`config.mk`:
```
export PLATFORM = sky130hd
export DESIGN_NAME = seg_scan_ctrl
export DESIGN_NICKNAME = d
export VERILOG_FILES = /design/src/rtl/seg_scan_ctrl.sv
export SDC_FILE = /design/constraint.sdc
export NUM_CORES = 1
export LEC_CHECK = 0
export ABC_AREA = 1
export BUFFER_PORTS_ARGS = -buffer_cell sky130_fd_sc_hd__buf_4
export CAP_MARGIN = 20
export CORE_ASPECT_RATIO = 1.2
export CORE_MARGIN = 1
export CORE_UTILIZATION = 42
export DETAILED_ROUTE_END_ITERATION = 12
export GPL_TIMING_DRIVEN = 0
export PLACE_DENSITY_LB_ADDON = 0.08
export SYNTH_ARGS = -nofsm -noshare
export SYNTH_HDL_FRONTEND = slang
export SYNTH_SLANG_ARGS = --single-unit
```
`constraint.sdc`:
```
create_clock -name clk_i -period 3.2 [get_ports clk_i]
set_input_delay 0.64 -clock clk_i [delete_from_list [all_inputs] [get_ports clk_i]]
set_output_delay 0.64 -clock clk_i [all_outputs]
set_load 0.01 [all_outputs]
```
`src/rtl/seg_scan_ctrl.sv`:
```
// seg_scan_ctrl: 8-digit 7-seg scan with blanking and frame-synced double buffer (in: clk_i rst_i en_i seg_i upd_valid_i; out: upd_ready_o an_o seg_o frame_o)
module seg_scan_ctrl #(
  parameter int ON_CYC = 1000,
  parameter int BLANK_CYC = 16
) (
  input  logic        clk_i,
  input  logic        rst_i,
  input  logic        en_i,
  input  logic [55:0] seg_i,
  input  logic        upd_valid_i,
  output logic        upd_ready_o,
  output logic [7:0]  an_o,
  output logic [6:0]  seg_o,
  output logic        frame_o
);
  localparam int MAXC = ON_CYC > BLANK_CYC ? ON_CYC : BLANK_CYC;
  localparam int CW = $clog2(MAXC + 1);
  localparam logic [1:0] S_IDLE = 2'd0;
  localparam logic [1:0] S_BLANK = 2'd1;
  localparam logic [1:0] S_ON = 2'd2;
  logic [1:0]    r_state;
  logic [2:0]    r_dig;
  logic [CW-1:0] r_cnt;
  logic [55:0]   r_act;
  logic [55:0]   r_pend;
  logic          r_pend_v;
  logic          w_last;
  logic          w_wrap;
  logic          w_bound;
  logic          w_copy;
  logic          w_acc;
  logic [1:0]    w_nstate;
  logic [2:0]    w_ndig;
  logic [CW-1:0] w_ncnt;
  always_comb begin
    w_last = r_state == S_BLANK ? r_cnt == CW'(BLANK_CYC - 1) : r_cnt == CW'(ON_CYC - 1);
    w_wrap = r_state == S_ON && en_i && w_last && r_dig == 3'd7;
    w_bound = (r_state == S_IDLE && en_i) || w_wrap;
    w_copy = r_pend_v && (r_state == S_IDLE || w_wrap);
    w_acc = upd_valid_i && !r_pend_v;
    w_nstate = !en_i ? S_IDLE : r_state == S_IDLE ? S_BLANK : !w_last ? r_state :
               r_state == S_BLANK ? S_ON : S_BLANK;
    w_ndig = (!en_i || r_state == S_IDLE) ? 3'd0 : (r_state == S_ON && w_last) ? r_dig + 3'd1 : r_dig;
    w_ncnt = (!en_i || r_state == S_IDLE || w_last) ? '0 : r_cnt + CW'(1);
  end
  assign upd_ready_o = ~r_pend_v;
  always_ff @(posedge clk_i) begin
    if (rst_i) begin
      r_state <= S_IDLE;
      r_dig <= 3'd0;
      r_cnt <= '0;
      r_act <= '1;
      r_pend <= '1;
      r_pend_v <= 1'b0;
      an_o <= 8'hFF;
      seg_o <= 7'h7F;
      frame_o <= 1'b0;
    end else begin
      r_state <= w_nstate;
      r_dig <= w_ndig;
      r_cnt <= w_ncnt;
      r_act <= w_copy ? r_pend : r_act;
      r_pend <= w_acc ? seg_i : r_pend;
      r_pend_v <= w_acc ? 1'b1 : w_copy ? 1'b0 : r_pend_v;
      an_o <= w_nstate == S_ON ? ~(8'b1 << w_ndig) : 8'hFF;
      seg_o <= w_nstate == S_ON ? r_act[7*w_ndig +: 7] : 7'h7F;
      frame_o <= w_bound;
    end
  end
endmodule

```
* Word level (Yosys, flattened, before mapping)
Index checks and enable logic that the tools add are counted.
Word-level totals: flip-flop bits (word level) 144, input port bits 60, output and inout bits 17
Operators by class: add/sub/neg operators 2, multipliers 1, equal/unequal tests 6, shifts and indexed selects 2, multiplexer cells 9, bitwise gates (word level) 3, reduce and logical (&&, ||, !) cells 17
Operator list (count):
- indexed part select 56 x 7 -> 7 bit | 1
- adder 10 x 1 -> 10 bit, second input constant | 1
- equality test 10 bit, second input constant | 1
- equality test 10 x 4 -> 1 bit, second input constant | 1
- 2-to-1 mux 2 bit | 4
- NOT 8 bit | 1
- left shift 1 x 3 -> 8 bit, first input constant | 1
- logical AND 1 bit | 7
- multiplier 3 x 3 -> 6 bit, first input constant | 1
- 2-to-1 mux 3 bit | 2
- equality test 2 bit, second input constant | 2
- logical OR 1 bit | 4
- OR reduction 2 bit | 2
- adder 3 x 1 -> 3 bit, second input constant | 1
- equality test 3 bit, second input constant | 1
- 2-to-1 mux 1 bit | 3
- equality test 2 x 1 -> 1 bit, second input constant | 1
- logical NOT 1 bit | 2
- logical NOT 2 bit | 1
- NOT 1 bit | 2
- nonzero test 2 bit | 1

* Logic depth before layout (Yosys ltp)
word-level depth 8, mapped depth 14

* Least setup slack after synthesis
OpenSTA, ideal clock, no wires.
path kind register -> register, start reg r_cnt[0], end reg seg_o[4], setup time 0.114 ns, arrival time 1.747 ns, required time 3.086 ns, slack 1.339 ns, stages on the path, launching flop included 14, path buffers 1, clock period less this slack 1.861 ns, path through dfxtp_1 > ha_1 > nand2_2 > nor2_4 > inv_1 > a21oi_2 > nand4_2 > nand2_4 > nand2_8 > buf_6 > nand3_2 > nand3_1 > nor2_1 > nor2_2
Between the ends: word-level cells in the longest chain between the ends 8
Ends and longest elaborated chain:
- from (decl) | RTL line 23 | logic [CW-1:0] r_cnt;
- from (signal assigned) | RTL line 61 | r_cnt <= w_ncnt;
- equality test 10 bit / equality test 10 x 4 -> 1 bit (equally long branches) | RTL line 36 | w_last = r_state == S_BLANK ? r_cnt == CW'(BLANK_CYC - 1) : r_cnt == CW'(ON_CYC - 1);
- 2-to-1 mux 1 bit * | RTL line 36
- branches (longest 6 deep; another with multiplier 3 x 3 -> 6 bit)
- to (signal assigned) | RTL line 66 | seg_o <= w_nstate == S_ON ? r_act[7*w_ndig +: 7] : 7'h7F;
- to (decl) | RTL line 13 | output logic [6:0] seg_o,
Mark *: on every way between the ends. A chain may end at the register's enable or synchronous reset.

* Worst setup path after layout
start reg r_cnt[0], end reg seg_o[1]
The elaborated chain is that of the path after synthesis.

==> run metrics <==
CTS Buf Count=17; power consumption=4.29 mW; Routed Antenna Nets=0; Synth Instances=around 760; initial core utilization=0.431; count leader, synth=nand2_1; First DRT Iteration DRCs=342; Hold Vio Cnt, Final=0; Reg clk slew, reported paths=about 60 ps; setup tns final=0 ps; number of buffers inserted by port buffering=76; post-synthesis net count=818; final setup margin=~970 ps; Synth Warn #=0; worst hold path class=in -> reg; core area=0.0132 mm2; Residual DRC=0; clk buf depth=2; synth-to-layout area growth=23.9%; CTS tree=yes; Yosys cell types=37; antenna cells=0; Hold Buf Count CTS=0; Synth Area per Inst=7.55 um2; Die Footprint=between 0.01 and 0.015 mm2; clk_lat worst skew=about 420 ps; Req. time, crit path=3500 ps; commonest cells in the netlist=nand2_1 (296), dfxtp_1 (144), nand3_1 (139), nor2_1 (41), clkbuf_1 (22); gr usage total=0.223; post-route design area=0.00706 mm2; Post-Route WL=roughly 15000 um; Setup Viol. Count Final=0; Yosys top cell by area=dfxtp_1; DR vias/cell=5.00; global placer's final weighted congestion=around 0.94; fill count=1314; outcome=completed; Crit Path Max Fanout=10; Worst Path Arrival=2540 ps; non-filler instance count after layout=just over 1000; Post-Syn Area=about 0.0057 mm2; Cell Pwr Density=608 mW/mm2; Final HPWL DP=roughly 11000 um; initial antenna violation count=0; critical path endpoint category=flop; top cells by area, synth=dfxtp_1 (51%), nand2_1 (19%), nand3_1 (12%); pin count of the biggest net entering global routing=17; placed cell area=0.00648 mm2; post_cts resized=0; Cell Rows=46; H-tree lvl count=4; number of synthesized flops with an enable pin=0; # placed instances=999; total via count in the routed design=between 5000 and 6000; Worst Tran Pin Value=737 ps; drt wl/cell=14.1 um; NumNets Final=between 900 and 1000; hold slack=between 400 and 500 ps; Final period util=0.698; max cap viols=0; first-pass GRT wire length=approximately 24000 um; post-synthesis sequential area ratio=0.506; postcts setup bufs=0; Top FF cell, synth=dfxtp_1; gr ovfl total=0; f_max=448 MHz; RSZ-0062 raised after global routing=false; asr flop ratio synth=0; Die Span X=108 um; pre-CTS WS=1000 ps; post-layout util=0.534; CP Class=reg -> reg; Root Driver=clkbuf_16; TritonRoute pass-1 iters=7; VDD IR-drop max=between 0.4 and 0.5 mV; clk_skew=6.73 ps; number of global-route vias before repair=~4800; Final Max Slew Viols=0; Min Clock Period, post-route=2230 ps; Rel. slew slack=0.509; clk sinks=144; Boundary Pins=77; share of the synthesized area in the top cell type=0.506; share of post-route cells with drive strength above 1=0.184; Static Leak=3.26 nW; Die Span Y=130 um; Setup crit start kind=flop; register bit total from synthesis=144
-- area by class of cell --
type / count / area [um2] / area share
sequential: 144 / 2880 / 0.408
inverter: 26 / 97.6 / 0.0138
multi-input combinational: 542 / 2500 / 0.354
tap: 168 / 210 / 0.0298
clock buffer: 20 / 447 / 0.0632
timing repair buffer: 76 / 571 / 0.0808
buffer: 43 / 218 / 0.0308
clock inverter: 12 / 136 / 0.0193
-- power by group --
part	switching, mW	total, mW	internal [mW]
Clock	0.760	1.93	1.17
Sequential	0.0735	1.99	1.91
Combinational	0.218	0.376	0.157
Total	1.05	4.29	3.24
-- cell usage in the layout, fill, tap and decap left out, types with 2 or more instances in the layout --
cell type,Yosys,routed
nor2_4,2,2
buf_2,9,9
nand3_2,3,3
nor2_2,5,5
nand2_1,296,296
ha_1,3,3
dfxtp_1,144,144
buf_1,3,3
nor2_1,41,41
clkinvlp_4,0,6
inv_2,7,7
buf_4,6,82
nand2_2,8,8
clkbuf_16,0,17
buf_6,3,3
nor3_1,2,2
nand3_4,2,2
bufinv_16,0,2
inv_1,18,18
nand4_2,2,2
clkinv_4,0,2
nand3_1,139,139
clkbuf_1,22,24
a21oi_1,3,3
xor2_1,2,2
nand4_1,18,18
nor2_8,2,2
o21ai_1,2,2
-- state kept, by name, summed over array words and instances (netlist names) --
signal	flops
r_act	56
r_pend	56
r_cnt	10
an_o	8
seg_o	7
r_dig	3
r_state	2
frame_o	1
r_pend_v	1
-- logic make-up after synthesis --
kind of cell | share of synthesized area
buf+inv | 0.0553
compound gates | 0.0110
fa+ha+maj | 0.00659
simple gates | 0.417
flops | 0.506
xor+xnor | 0.00461
-- per-layer routing --
layer  routed length, um  share of wire  vias to the layer above  global-route usage
li1                    -              -                     2632                   -
met1                6560           0.45                     2337               0.275
met2                6650           0.46                      146               0.366
met3                 703          0.048                       36              0.0433
met4                 597          0.041                        0               0.126
met5                   0              0                        -                   0
-- final timing paths --
| path | from | endpoint | slack (ps) | cells after the start |
|---|---|---|---|---|
| worst max-delay path | r_cnt[0]$_SDFF_PP0_ | seg_o[1]$_SDFF_PP1_ | 970 | 13 |
| worst max register to register | r_cnt[0]$_SDFF_PP0_ | seg_o[1]$_SDFF_PP1_ | 970 | 13 |
| worst min-delay path | seg_i[26] | r_pend[26]$_SDFFE_PP1P_ | 420 | 3 |
| worst min register to register | r_pend[36]$_SDFFE_PP1P_ | r_pend[36]$_SDFFE_PP1P_ | 460 | 2 |
-- worst max-delay path, stage by stage, from the launching register on --
cell and delay, ps:
dfxtp_1 370, ha_1 200, nand2_2 100, nor2_4 160, inv_1 70, a21oi_2 160, nand4_2 120, nand2_4 210
nand2_8 110, buf_6 160, nand3_1 90, nand3_1 80, nor2_1 210, nor2_1 70
Note: power is estimated with default switching activity, not from simulation.
